$ cat src/rtl/tile_seq_pkg.sv
`default_nettype none
// ============================================================================
// Module      : tile_seq_pkg
// Description : Shared types and helpers for the tile sequencer slice.
//               - seq_state_e : sequencer FSM states
//               - tile_cmd_t  : one tile job {w, x, out} at the default
//                               address width
//               - fifo_ptr_w / fifo_cnt_w : command FIFO pointer and
//                               occupancy widths for a given depth
// Revision    : 1.0 - initial release
// ============================================================================
package tile_seq_pkg;

    localparam int TILE_ADDR_W = 13;

    typedef enum logic [3:0] {
        S_IDLE       = 4'd0,
        S_LOAD       = 4'd1,
        S_WAIT_LOAD  = 4'd2,
        S_COMP       = 4'd3,
        S_WAIT_COMP  = 4'd4,
        S_STORE      = 4'd5,
        S_WAIT_STORE = 4'd6,
        S_DONE       = 4'd7,
        S_ERROR      = 4'd8
    } seq_state_e;

    typedef struct packed {
        logic [TILE_ADDR_W-1:0] w;
        logic [TILE_ADDR_W-1:0] x;
        logic [TILE_ADDR_W-1:0] out;
    } tile_cmd_t;

    // Read/write pointer width; depth is a power of two so pointers wrap
    // naturally.
    function automatic int fifo_ptr_w(input int depth);
        return (depth > 1) ? $clog2(depth) : 1;
    endfunction

    // Occupancy needs one extra bit to represent "exactly full".
    function automatic int fifo_cnt_w(input int depth);
        return fifo_ptr_w(depth) + 1;
    endfunction

endpackage : tile_seq_pkg
`default_nettype wire

$ cat src/rtl/tile_cmd_fifo.sv
`default_nettype none
// ============================================================================
// Module      : tile_cmd_fifo
// Description : Synchronous FIFO holding tile job commands. Push is ignored
//               when full, pop is ignored when empty; a simultaneous push
//               and pop keeps the occupancy unchanged. head_o always shows
//               the oldest entry (valid when !empty_o).
// Ports       : clk, rst          - clock, synchronous active-high reset
//               push_i/push_data_i - write request and entry
//               pop_i              - remove the head entry
//               head_o             - oldest entry
//               full_o, empty_o    - occupancy flags
//               count_o            - number of stored entries
// Revision    : 1.0 - initial release
// ============================================================================
module tile_cmd_fifo
    import tile_seq_pkg::*;
#(
    parameter int  DEPTH   = 4,
    parameter type ENTRY_T = tile_cmd_t
) (
    input  logic                            clk,
    input  logic                            rst,
    input  logic                            push_i,
    input  ENTRY_T                          push_data_i,
    input  logic                            pop_i,
    output ENTRY_T                          head_o,
    output logic                            full_o,
    output logic                            empty_o,
    output logic [fifo_cnt_w(DEPTH)-1:0]    count_o
);

    localparam int c_ptr_w = fifo_ptr_w(DEPTH);
    localparam int c_cnt_w = fifo_cnt_w(DEPTH);

    ENTRY_T               mem_q [DEPTH];
    logic [c_ptr_w-1:0]   wr_ptr_q;
    logic [c_ptr_w-1:0]   rd_ptr_q;
    logic [c_cnt_w-1:0]   count_q;

    logic                 w_push;
    logic                 w_pop;

    assign full_o  = (count_q == c_cnt_w'(DEPTH));
    assign empty_o = (count_q == '0);
    assign count_o = count_q;
    assign head_o  = mem_q[rd_ptr_q];

    assign w_push  = push_i && !full_o;
    assign w_pop   = pop_i  && !empty_o;

    always_ff @(posedge clk) begin
        if (rst) begin
            wr_ptr_q <= '0;
            rd_ptr_q <= '0;
            count_q  <= '0;
        end else begin
            if (w_push) begin
                wr_ptr_q <= wr_ptr_q + c_ptr_w'(1);
            end
            if (w_pop) begin
                rd_ptr_q <= rd_ptr_q + c_ptr_w'(1);
            end
            case ({w_push, w_pop})
                2'b10:   count_q <= count_q + c_cnt_w'(1);
                2'b01:   count_q <= count_q - c_cnt_w'(1);
                default: count_q <= count_q;
            endcase
        end
    end

    // Storage carries no reset: stale entries are never visible because
    // the occupancy count gates every read.
    always_ff @(posedge clk) begin
        if (w_push) begin
            mem_q[wr_ptr_q] <= push_data_i;
        end
    end

endmodule : tile_cmd_fifo
`default_nettype wire

$ cat src/rtl/tile_sequencer.sv
`default_nettype none
// ============================================================================
// Module      : tile_sequencer
// Description : Command-driven load -> compute -> store sequencer placed in
//               front of systolic_wrapper. Jobs are queued in a small FIFO,
//               then each job pulses start_* and waits for the matching
//               done_* per phase while holding its base addresses. Counts
//               completed jobs; a per-phase watchdog traps in ERROR, which
//               only rst leaves.
// Ports       : clk, rst                      - clock, sync active-high reset
//               cmd_valid/cmd_ready           - job command handshake
//               cmd_base_w/x/out              - job addresses
//               start_load/compute/store      - one-cycle phase start pulses
//               done_load/compute/store       - phase completion inputs
//               base_addr_w/x/out             - addresses of current job
//               busy                          - sequencer not idle
//               job_done                      - one pulse per finished job
//               jobs_completed                - wrapping job counter
//               error                         - sticky watchdog timeout
// Revision    : 1.0 - initial release
// ============================================================================
module tile_sequencer
    import tile_seq_pkg::*;
#(
    parameter int ADDRESS_WIDTH  = 13,
    parameter int FIFO_DEPTH     = 4,
    parameter int TIMEOUT_CYCLES = 1024,
    parameter int CNT_WIDTH      = 16
) (
    input  logic                      clk,
    input  logic                      rst,
    input  logic                      cmd_valid,
    output logic                      cmd_ready,
    input  logic [ADDRESS_WIDTH-1:0]  cmd_base_w,
    input  logic [ADDRESS_WIDTH-1:0]  cmd_base_x,
    input  logic [ADDRESS_WIDTH-1:0]  cmd_base_out,
    output logic                      start_load,
    output logic                      start_compute,
    output logic                      start_store,
    input  logic                      done_load,
    input  logic                      done_compute,
    input  logic                      done_store,
    output logic [ADDRESS_WIDTH-1:0]  base_addr_w,
    output logic [ADDRESS_WIDTH-1:0]  base_addr_x,
    output logic [ADDRESS_WIDTH-1:0]  base_addr_out,
    output logic                      busy,
    output logic                      job_done,
    output logic [CNT_WIDTH-1:0]      jobs_completed,
    output logic                      error
);

    // Same layout as tile_cmd_t, sized to this instance's address width.
    typedef struct packed {
        logic [ADDRESS_WIDTH-1:0] w;
        logic [ADDRESS_WIDTH-1:0] x;
        logic [ADDRESS_WIDTH-1:0] out;
    } cmd_entry_t;

    // The watchdog only ever holds 0 .. TIMEOUT_CYCLES-1: reaching the last
    // value without a done is the timeout itself.
    localparam int              c_wd_w      = (TIMEOUT_CYCLES > 1) ? $clog2(TIMEOUT_CYCLES) : 1;
    localparam bit              c_wd_enable = (TIMEOUT_CYCLES != 0);
    localparam logic [c_wd_w-1:0] c_wd_last =
        c_wd_w'((TIMEOUT_CYCLES > 0) ? (TIMEOUT_CYCLES - 1) : 0);

    seq_state_e                     state_q;
    seq_state_e                     state_d;
    logic [c_wd_w-1:0]              wdog_q;
    logic [c_wd_w-1:0]              wdog_d;
    cmd_entry_t                     cur_q;
    logic [CNT_WIDTH-1:0]           jobs_q;
    logic                           busy_q;
    logic                           error_q;

    cmd_entry_t                     w_push_data;
    cmd_entry_t                     w_head;
    logic                           w_push;
    logic                           w_pop;
    logic                           w_fifo_full;
    logic                           w_fifo_empty;
    logic [fifo_cnt_w(FIFO_DEPTH)-1:0] w_fifo_count;
    logic                           w_wd_expired;

    // ------------------------------------------------------------------
    // Command queue
    // ------------------------------------------------------------------
    assign cmd_ready   = !w_fifo_full && (state_q != S_ERROR);
    assign w_push      = cmd_valid && cmd_ready;
    assign w_push_data = '{w: cmd_base_w, x: cmd_base_x, out: cmd_base_out};
    // Popping is tied to the registered occupancy, so a command pushed in
    // this cycle is never popped in the same cycle.
    assign w_pop       = (state_q == S_IDLE) && !w_fifo_empty;

    tile_cmd_fifo #(
        .DEPTH   (FIFO_DEPTH),
        .ENTRY_T (cmd_entry_t)
    ) u_cmd_fifo (
        .clk         (clk),
        .rst         (rst),
        .push_i      (w_push),
        .push_data_i (w_push_data),
        .pop_i       (w_pop),
        .head_o      (w_head),
        .full_o      (w_fifo_full),
        .empty_o     (w_fifo_empty),
        .count_o     (w_fifo_count)
    );

    // ------------------------------------------------------------------
    // Sequencer FSM: next state, watchdog and phase pulses
    // ------------------------------------------------------------------
    assign w_wd_expired = c_wd_enable && (wdog_q == c_wd_last);

    always_comb begin
        state_d       = state_q;
        wdog_d        = wdog_q;
        start_load    = 1'b0;
        start_compute = 1'b0;
        start_store   = 1'b0;
        job_done      = 1'b0;

        case (state_q)
            S_IDLE: begin
                if (w_fifo_count != '0) begin
                    state_d = S_LOAD;
                end
            end

            // Start states clear the watchdog so each WAIT begins at zero.
            // Any done_* seen here is ignored by construction.
            S_LOAD: begin
                start_load = 1'b1;
                wdog_d     = '0;
                state_d    = S_WAIT_LOAD;
            end

            S_WAIT_LOAD: begin
                if (done_load) begin
                    state_d = S_COMP;
                end else if (w_wd_expired) begin
                    state_d = S_ERROR;
                end else begin
                    wdog_d = wdog_q + c_wd_w'(1);
                end
            end

            S_COMP: begin
                start_compute = 1'b1;
                wdog_d        = '0;
                state_d       = S_WAIT_COMP;
            end

            S_WAIT_COMP: begin
                if (done_compute) begin
                    state_d = S_STORE;
                end else if (w_wd_expired) begin
                    state_d = S_ERROR;
                end else begin
                    wdog_d = wdog_q + c_wd_w'(1);
                end
            end

            S_STORE: begin
                start_store = 1'b1;
                wdog_d      = '0;
                state_d     = S_WAIT_STORE;
            end

            S_WAIT_STORE: begin
                if (done_store) begin
                    state_d = S_DONE;
                end else if (w_wd_expired) begin
                    state_d = S_ERROR;
                end else begin
                    wdog_d = wdog_q + c_wd_w'(1);
                end
            end

            S_DONE: begin
                job_done = 1'b1;
                state_d  = S_IDLE;
            end

            S_ERROR: begin
                state_d = S_ERROR;
            end

            default: begin
                state_d = S_IDLE;
            end
        endcase
    end

    // ------------------------------------------------------------------
    // State and datapath registers
    // ------------------------------------------------------------------
    always_ff @(posedge clk) begin
        if (rst) begin
            state_q <= S_IDLE;
            wdog_q  <= '0;
            cur_q   <= '0;
            jobs_q  <= '0;
            busy_q  <= 1'b0;
            error_q <= 1'b0;
        end else begin
            state_q <= state_d;
            wdog_q  <= wdog_d;
            if (w_pop) begin
                cur_q <= w_head;
            end
            if (state_q == S_DONE) begin
                jobs_q <= jobs_q + CNT_WIDTH'(1);
            end
            // Registered alongside the state so both flags line up with
            // the state they describe.
            busy_q  <= (state_d != S_IDLE);
            error_q <= (state_d == S_ERROR);
        end
    end

    assign base_addr_w    = cur_q.w;
    assign base_addr_x    = cur_q.x;
    assign base_addr_out  = cur_q.out;
    assign jobs_completed = jobs_q;
    assign busy           = busy_q;
    assign error          = error_q;

endmodule : tile_sequencer
`default_nettype wire

$ cat config.mk
export PLATFORM = sky130hd
export DESIGN_NAME = tile_sequencer
export DESIGN_NICKNAME = d
export VERILOG_FILES = /design/src/rtl/tile_seq_pkg.sv /design/src/rtl/tile_cmd_fifo.sv /design/src/rtl/tile_sequencer.sv
export SDC_FILE = /design/constraint.sdc
export NUM_CORES = 1
export LEC_CHECK = 0
export CORE_ASPECT_RATIO = 0.6
export CORE_UTILIZATION = 55
export CTS_BUF_LIST = sky130_fd_sc_hd__clkbuf_8
export DETAILED_ROUTE_END_ITERATION = 6
export PLACE_DENSITY = 0.81
export SLEW_MARGIN = 20
export SYNTH_ARGS = -nofsm -noshare
export SYNTH_HDL_FRONTEND = slang
export SYNTH_SLANG_ARGS = --single-unit
$ cat constraint.sdc
create_clock -name clk -period 2.8 [get_ports clk]
set_clock_uncertainty 0.1 [all_clocks]
set_input_delay 0.84 -clock clk [delete_from_list [all_inputs] [get_ports clk]]
set_output_delay 0.84 -clock clk [all_outputs]
set_load 0.005 [all_outputs]
# Yosys cells after proc, flatten, opt, wreduce, memory -nomap -nowiden

Memories as Yosys holds them, arrays and structs flattened. A register that Yosys moved wholly into a read port is not among the register bits.
Index checks and enable logic that the tools add are counted.

Equal/unequal tests: 17
Reductions and logical operators: 15
Mux-type cells: 18
Add/subtract/negate cells: 6

Operators by type and width:

| cell                  | count |
|---|---|
| $mux 10               | 4 |
| $pmux 10 s4           | 1 |
| $pmux 4 s8            | 1 |
| $mux 4                | 5 |
| $add 16x1->16 const B | 1 |
| $eq 4x3->1 const B    | 4 |
| $add 10x1->10 const B | 1 |
| $eq 10x10->1 const B  | 1 |
| $eq 4x2->1 const B    | 2 |
| $eq 4x4->1 const B    | 2 |
| $reduce_bool 4->1     | 2 |
| $mux 1                | 6 |
| $ne 2x2->1 const B    | 3 |
| $pmux 3 s2            | 1 |
| $logic_and 1x1->1     | 5 |
| $add 2x1->2 const B   | 2 |
| $eq 4x1->1 const B    | 1 |
| $logic_not 4->1       | 1 |
| $ne 4x4->1 const B    | 1 |
| $reduce_and 4->1      | 1 |
| $add 3x1->3 const B   | 1 |
| $eq 3x3->1 const B    | 1 |
| $logic_not 3->1       | 1 |
| $reduce_bool 3->1     | 1 |
| 6 further kinds       | 7 |

Memories kept: 1
Output and inout bits: 62
Logic and storage cells: 65
Register bits after elaboration: 39
RAM bits: 156

Memory list:

| name             | depth | width | read ports | clocked after memory_dff | wr ports | line                | source |
|---|---|---|---|---|---|---|---|
| u_cmd_fifo.mem_q | 4     | 39    | 1          | 1                        | 1        | tile_cmd_fifo.sv:36 | `ENTRY_T mem_q [DEPTH];` |

# Longest topological paths before layout

Depth in word-level cells: 7
Depth in mapped cells: 11

# Modules after synthesis

A second synthesis with hierarchy kept.

Cell total of the unflattened synthesis: 619
Area, all modules: 9,111.2 µm²

Modules (own cells, without submodules):

| module         | times used | cells each | area each (µm²) |
|---|---|---|---|
| tile_cmd_fifo  | 1          | 257        | 6,090.8 |
| tile_sequencer | 1          | 362        | 3,020.4 |

# Worst setup path before layout

OpenSTA, ideal clock, no wires.

Path type: reg2reg
From: reg state_q[1]
To: reg u_cmd_fifo.count_q[2], in the netlist u_cmd_fifo.count_o[2]
Arrival time: 2,380 ps
Slack: 249 ps
Data required time: 2,630 ps
Library setup time: 70 ps
Stages on the path, launching flop included: 12
Period minus slack after synthesis: 2,551 ps
Path through: dfxtp_1 buf_4 nor4b_1 a31oi_1 and2_4 inv_1 ha_1 inv_1 fa_1 xor2_1 or3_1 a21oi_1

Word-level cells in the longest chain between the ends: 6
Elaborated cells between the ends (all ways): 11
Those cells by class: 3 x eq/ne; 1 x mux; 7 x reduce/logical

Ends and longest elaborated chain:

| what                                            | line                  | source |
|---|---|---|
| start: declaration                              | tile_sequencer.sv:66  | `seq_state_e state_q;` |
| start signal: assignment                        | tile_sequencer.sv:206 | `state_q <= state_d;` |
| $ne 4x4->1 (*)                                  | tile_sequencer.sv:87  | `assign cmd_ready = !w_fifo_full && (state_q != S_ERROR);` |
| $logic_and 1x1->1 (*)                           | tile_sequencer.sv:87  |  |
| net cmd_ready                                   | tile_sequencer.sv:33  | `output logic cmd_ready,` |
| $logic_and 1x1->1 (*)                           | tile_sequencer.sv:88  | `assign w_push = cmd_valid && cmd_ready;` |
| $logic_and 1x1->1 (*)                           | tile_cmd_fifo.sv:49   | `assign w_push = push_i && !full_o;` |
| $eq 2x1->1 or $eq 2x2->1 (tied branches)        | tile_cmd_fifo.sv:64   | `case ({w_push, w_pop})` |
| $pmux 3 s2 or $reduce_bool 2->1 (tied branches) | --                    |  |
| end signal: assignment                          | tile_cmd_fifo.sv:65   | `2'b10: count_q <= count_q + c_cnt_w'(1);` |
| end signal: assignment                          | tile_cmd_fifo.sv:66   | `2'b01: count_q <= count_q - c_cnt_w'(1);` |
| end signal: assignment                          | tile_cmd_fifo.sv:67   | `default: count_q <= count_q;` |
| end: declaration                                | tile_cmd_fifo.sv:39   | `logic [c_cnt_w-1:0] count_q;` |

The timed path passes the listed nets; every way through them passes the cells marked *.
A chain may end at the register's enable or synchronous reset.

# Worst setup path in the final report

From: reg state_q[2]
To: out cmd_ready

Word-level cells in the longest chain between the ends: 2

Ends and longest elaborated chain:

| what              | line |
|---|---|
| $ne 4x4->1        | tile_sequencer.sv:87 |
| $logic_and 1x1->1 | tile_sequencer.sv:87 |
| end: declaration  | tile_sequencer.sv:33 |

Every way passes these cells.

==> results.py <==
metrics = {
    "detailed_routing": {
        "drtIter0Drc": 288,
        "dr.pass1.iters": 4,
        "drtAntennaViolNets": 0,
        "drt-total-wl_mm": 18.5,
        "vias_per_cell": 5.73,
        "wl_per_cell_um": 19.0,
        "via_count": 5571,
        "drc": 0,
    },
    "clocking": {
        "tritoncts": "built",
        "htreeDepth": 2,
        "clock_path_buffers": 3,
        "insertion_delay_ns": 0.50,
        "cts_root_buf": "clkbuf_8",
        "cts.sinks": 234,
        "cts_made_buffers": 35,
        "clk_pin_slew_ns": 0.07,
        "ctsHoldBuffers": 0,
    },
    "global_routing": {
        "overflow": 0,
        "grt_use_met3_pct": 4.75,
        "globalRoute.busiestLayer": "met2",
        "grt_pass1_vias": 5509,
        "grt.total_usage_pct": 22.3,
        "met2_usage_pct": 36.6,
        "grt_pass1_wl_mm": 28.9,
        "grt_antenna_before_repair": 0,
        "grtUsageMet1_pct": 30.6,
        "grt_max_degree": 72,
    },
    "worst_setup_path": {
        "crit_path_top_delay_cell": "dfxtp_2",
        "cp-start-kind": "flip-flop",
        "cp_top_family": "buffers and inverters",
        "worst_path_largest_cell_delay_ns": 0.34,
        "path_cells": "nor4b_4 -> a31oi_1 -> buf_4 -> buf_4 -> dlygate4sd2_1",
        "crit_fanout": 5,
        "end_kind": "output port",
        "critical_path_class": "reg -> out",
        "worst-path-buf-inv": 3,
        "cp.required_ns": 1.86,
        "crit_arrival_ns": 1.79,
        "cpMostUsedCell": "buf_4",
    },
    "synth": {
        "ys.flop_type": "edfxtp_1",
        "synth_nets": 663,
        "synth-async-reset-ratio_pct": 0,
        "postSynthCellCount": 610,
        "synth_edf_count": 156,
        "netlist_area_mm2": 0.00899,
        "yosys_warnings": 0,
        "syn_area_per_cell_um2": 14.7,
        "yosysSeqAreaShare_pct": 69.5,
        "ys_ff_latch": 234,
        "netlist-cell-type-count": 56,
    },
    "die": {
        "ioPinCount": 107,
        "initial_core_util_pct": 57.5,
        "dieWidth_um": 167,
        "core-area_mm2": 0.0156,
        "die_area_mm2": 0.0169,
        "die_h_um": 101,
        "rows": 35,
    },
    "layout": {
        "fin_util_pct": 71.0,
        "final_cell_mix": "edfxtp_1, clkdlybuf4s50_1, nand2_1, dfxtp_1, a21oi_1",
        "stdcell_area_mm2": 0.0111,
        "layout.cells.most_common": "edfxtp_1",
        "drive_above_1_share_pct": 17.9,
        "n_antenna_cell": 0,
        "area_growth_pct": 23.5,
        "fill_cells": 1011,
        "nNetsFinal": 796,
    },
    "timing": {
        "hold_viol_final": 0,
        "slew_headroom_pct": 47.4,
        "drv_slew": 0,
        "min_period_ns": 2.73,
        "worst_pin_slew_ns": 0.789,
        "setup_tns_ns": 0,
        "setup_violations": 0,
        "final.period_utilization_pct": 97.5,
        "timing.fmax_mhz": 366,
        "worst_slack_ns": 0.0708,
    },
    "power": {
        "power.switching_mw": 3.18,
        "combPwrFrac_pct": 30.4,
        "swShare_pct": 31.3,
        "power.total_mw": 10.2,
        "p_per_area_mw_per_mm2": 916,
        "pwr-share-seq_pct": 45.1,
        "clkPwrFrac_pct": 24.5,
        "intPower_mw": 6.99,
        "power_leakage_nw": 3.78,
        "ir_worst_vdd_uv": 608,
    },
    "outcome": {
        "status": "complete, no violations",
    },
    "place": {
        "post-place-ws_ns": -0.0822,
        "portBuffers": 106,
        "hpwl_mm": 11.4,
        "routabilityCongestion": 0.836,
        "dpl_cell_area_mm2": 0.0104,
    },
    "flow_run": {
        "drv_cap": 0,
    },
    "min_path": {
        "min_path_type": "reg -> reg",
    },
}
## per-layer routing
layer  vias to the layer above  share of wire [%]
li1                       2552                  -
met1                      2771                 44
met2                       211                 47
met3                        37                7.3
met5                         -                  0
met4                         0                1.6
## repair_timing
item,in CTS,in global routing
gates cloned,0,0
setup endpoints to repair,4,4
buffers inserted,5,1
resized for setup,8,12
pin swaps,2,1
hold endpoints to repair,0,0
## synthesized netlist by cell type, types with 2 or more instances
library cell | instances | area share (%)
buf_2 | 11 | 0.61
nand4b_1 | 2 | 0.19
nand4_1 | 8 | 0.56
or3_1 | 4 | 0.28
or4_1 | 4 | 0.33
nand2b_1 | 2 | 0.14
mux2i_1 | 2 | 0.22
and4_1 | 3 | 0.29
nor2_1 | 36 | 1.5
nand3_1 | 11 | 0.61
xor2_1 | 16 | 1.6
o31ai_1 | 2 | 0.17
mux4_2 | 39 | 9.8
ha_1 | 7 | 0.97
dfxtp_1 | 78 | 17
clkbuf_1 | 16 | 0.67
a21oi_1 | 53 | 3.0
inv_1 | 7 | 0.29
xnor2_1 | 5 | 0.49
nand2_1 | 91 | 3.8
buf_4 | 3 | 0.25
nor3_1 | 2 | 0.11
o21ai_0 | 8 | 0.45
edfxtp_1 | 156 | 52
and3_1 | 11 | 0.77
buf_6 | 3 | 0.38
## cell families (layout without fill, tap and decap cells)
group	Yosys count	count (layout)	synth area share (%)
compound gates	78	78	5.24
xor+xnor	21	21	2.05
fa+ha+maj	8	8	1.20
buf+inv	42	201	2.28
flops	234	234	69.5
mux	42	42	10.2
simple gates	185	185	9.57
## power by group through the flow
stage	logic (mW)	registers (mW)	clock network [mW]
after global placement	2.95	4.60	0
after CTS	3.07	4.58	2.55
final	3.09	4.58	2.49
after global routing	3.37	4.64	2.70
after floorplan	1.82	4.55	0
after detailed placement	3.02	4.64	0
## registers in the layout, summed over array words and instances (netlist names)
| register | flops |
|---|---|
| u_cmd_fifo.mem_q | 156 |
| u_cmd_fifo.wr_ptr_q | 2 |
| u_cmd_fifo.rd_ptr_q | 2 |
| error | 1 |
| state_q | 4 |
| wdog_q | 10 |
| u_cmd_fifo.count_o | 3 |
| base_addr_w | 13 |
| base_addr_x | 13 |
| base_addr_out | 13 |
| jobs_completed | 16 |
| busy | 1 |
## per-stage QoR
stage               std cells  hold slack [ns]
floorplan                 610            0.350
finish                    972            0.354
global route              972            0.374
detailed placement        903            0.346
global placement          903            0.341
CTS                       971            0.356
## worst reg2reg max path, stage by stage, from the launching register on
cell	delay (ns)
dfxtp_2	0.34
nor4b_4	0.30
a31oi_1	0.10
buf_4	0.16
buf_4	0.12
buf_4	0.12
and2_4	0.14
inv_1	0.08
ha_1	0.17
inv_1	0.06
fa_2	0.34
xor2_1	0.15
or3_1	0.30
a21oi_1	0.14
## path summary, 6_finish.rpt
| kind | from | cells past startpoint | end | slack (ns) |
|---|---|---|---|---|
| worst min-delay path | base_addr_x[4]$_SDFFE_PP0P_ | 2 | base_addr_x[4]$_SDFFE_PP0P_ | 0.35 |
| worst min register to register | base_addr_x[4]$_SDFFE_PP0P_ | 2 | base_addr_x[4]$_SDFFE_PP0P_ | 0.35 |
| worst max-delay path | state_q[2]$_SDFF_PP0_ | 5 | cmd_ready | 0.07 |
| worst max register to register | state_q[2]$_SDFF_PP0_ | 13 | u_cmd_fifo.count_o[2]$_SDFFE_PP0P_ | 0.10 |
## cell type report
cell class	count	area (um^2)	share of cell area, %
tap	203	254	2.29
multi-input combinational	334	2590	23.3
inverter	8	30.0	0.271
clock inverter	25	113	1.01
timing repair buffer	130	1330	12.0
clock buffer	38	523	4.71
sequential	234	6260	56.4
No activity file was read; power rests on OpenSTA's default activity.
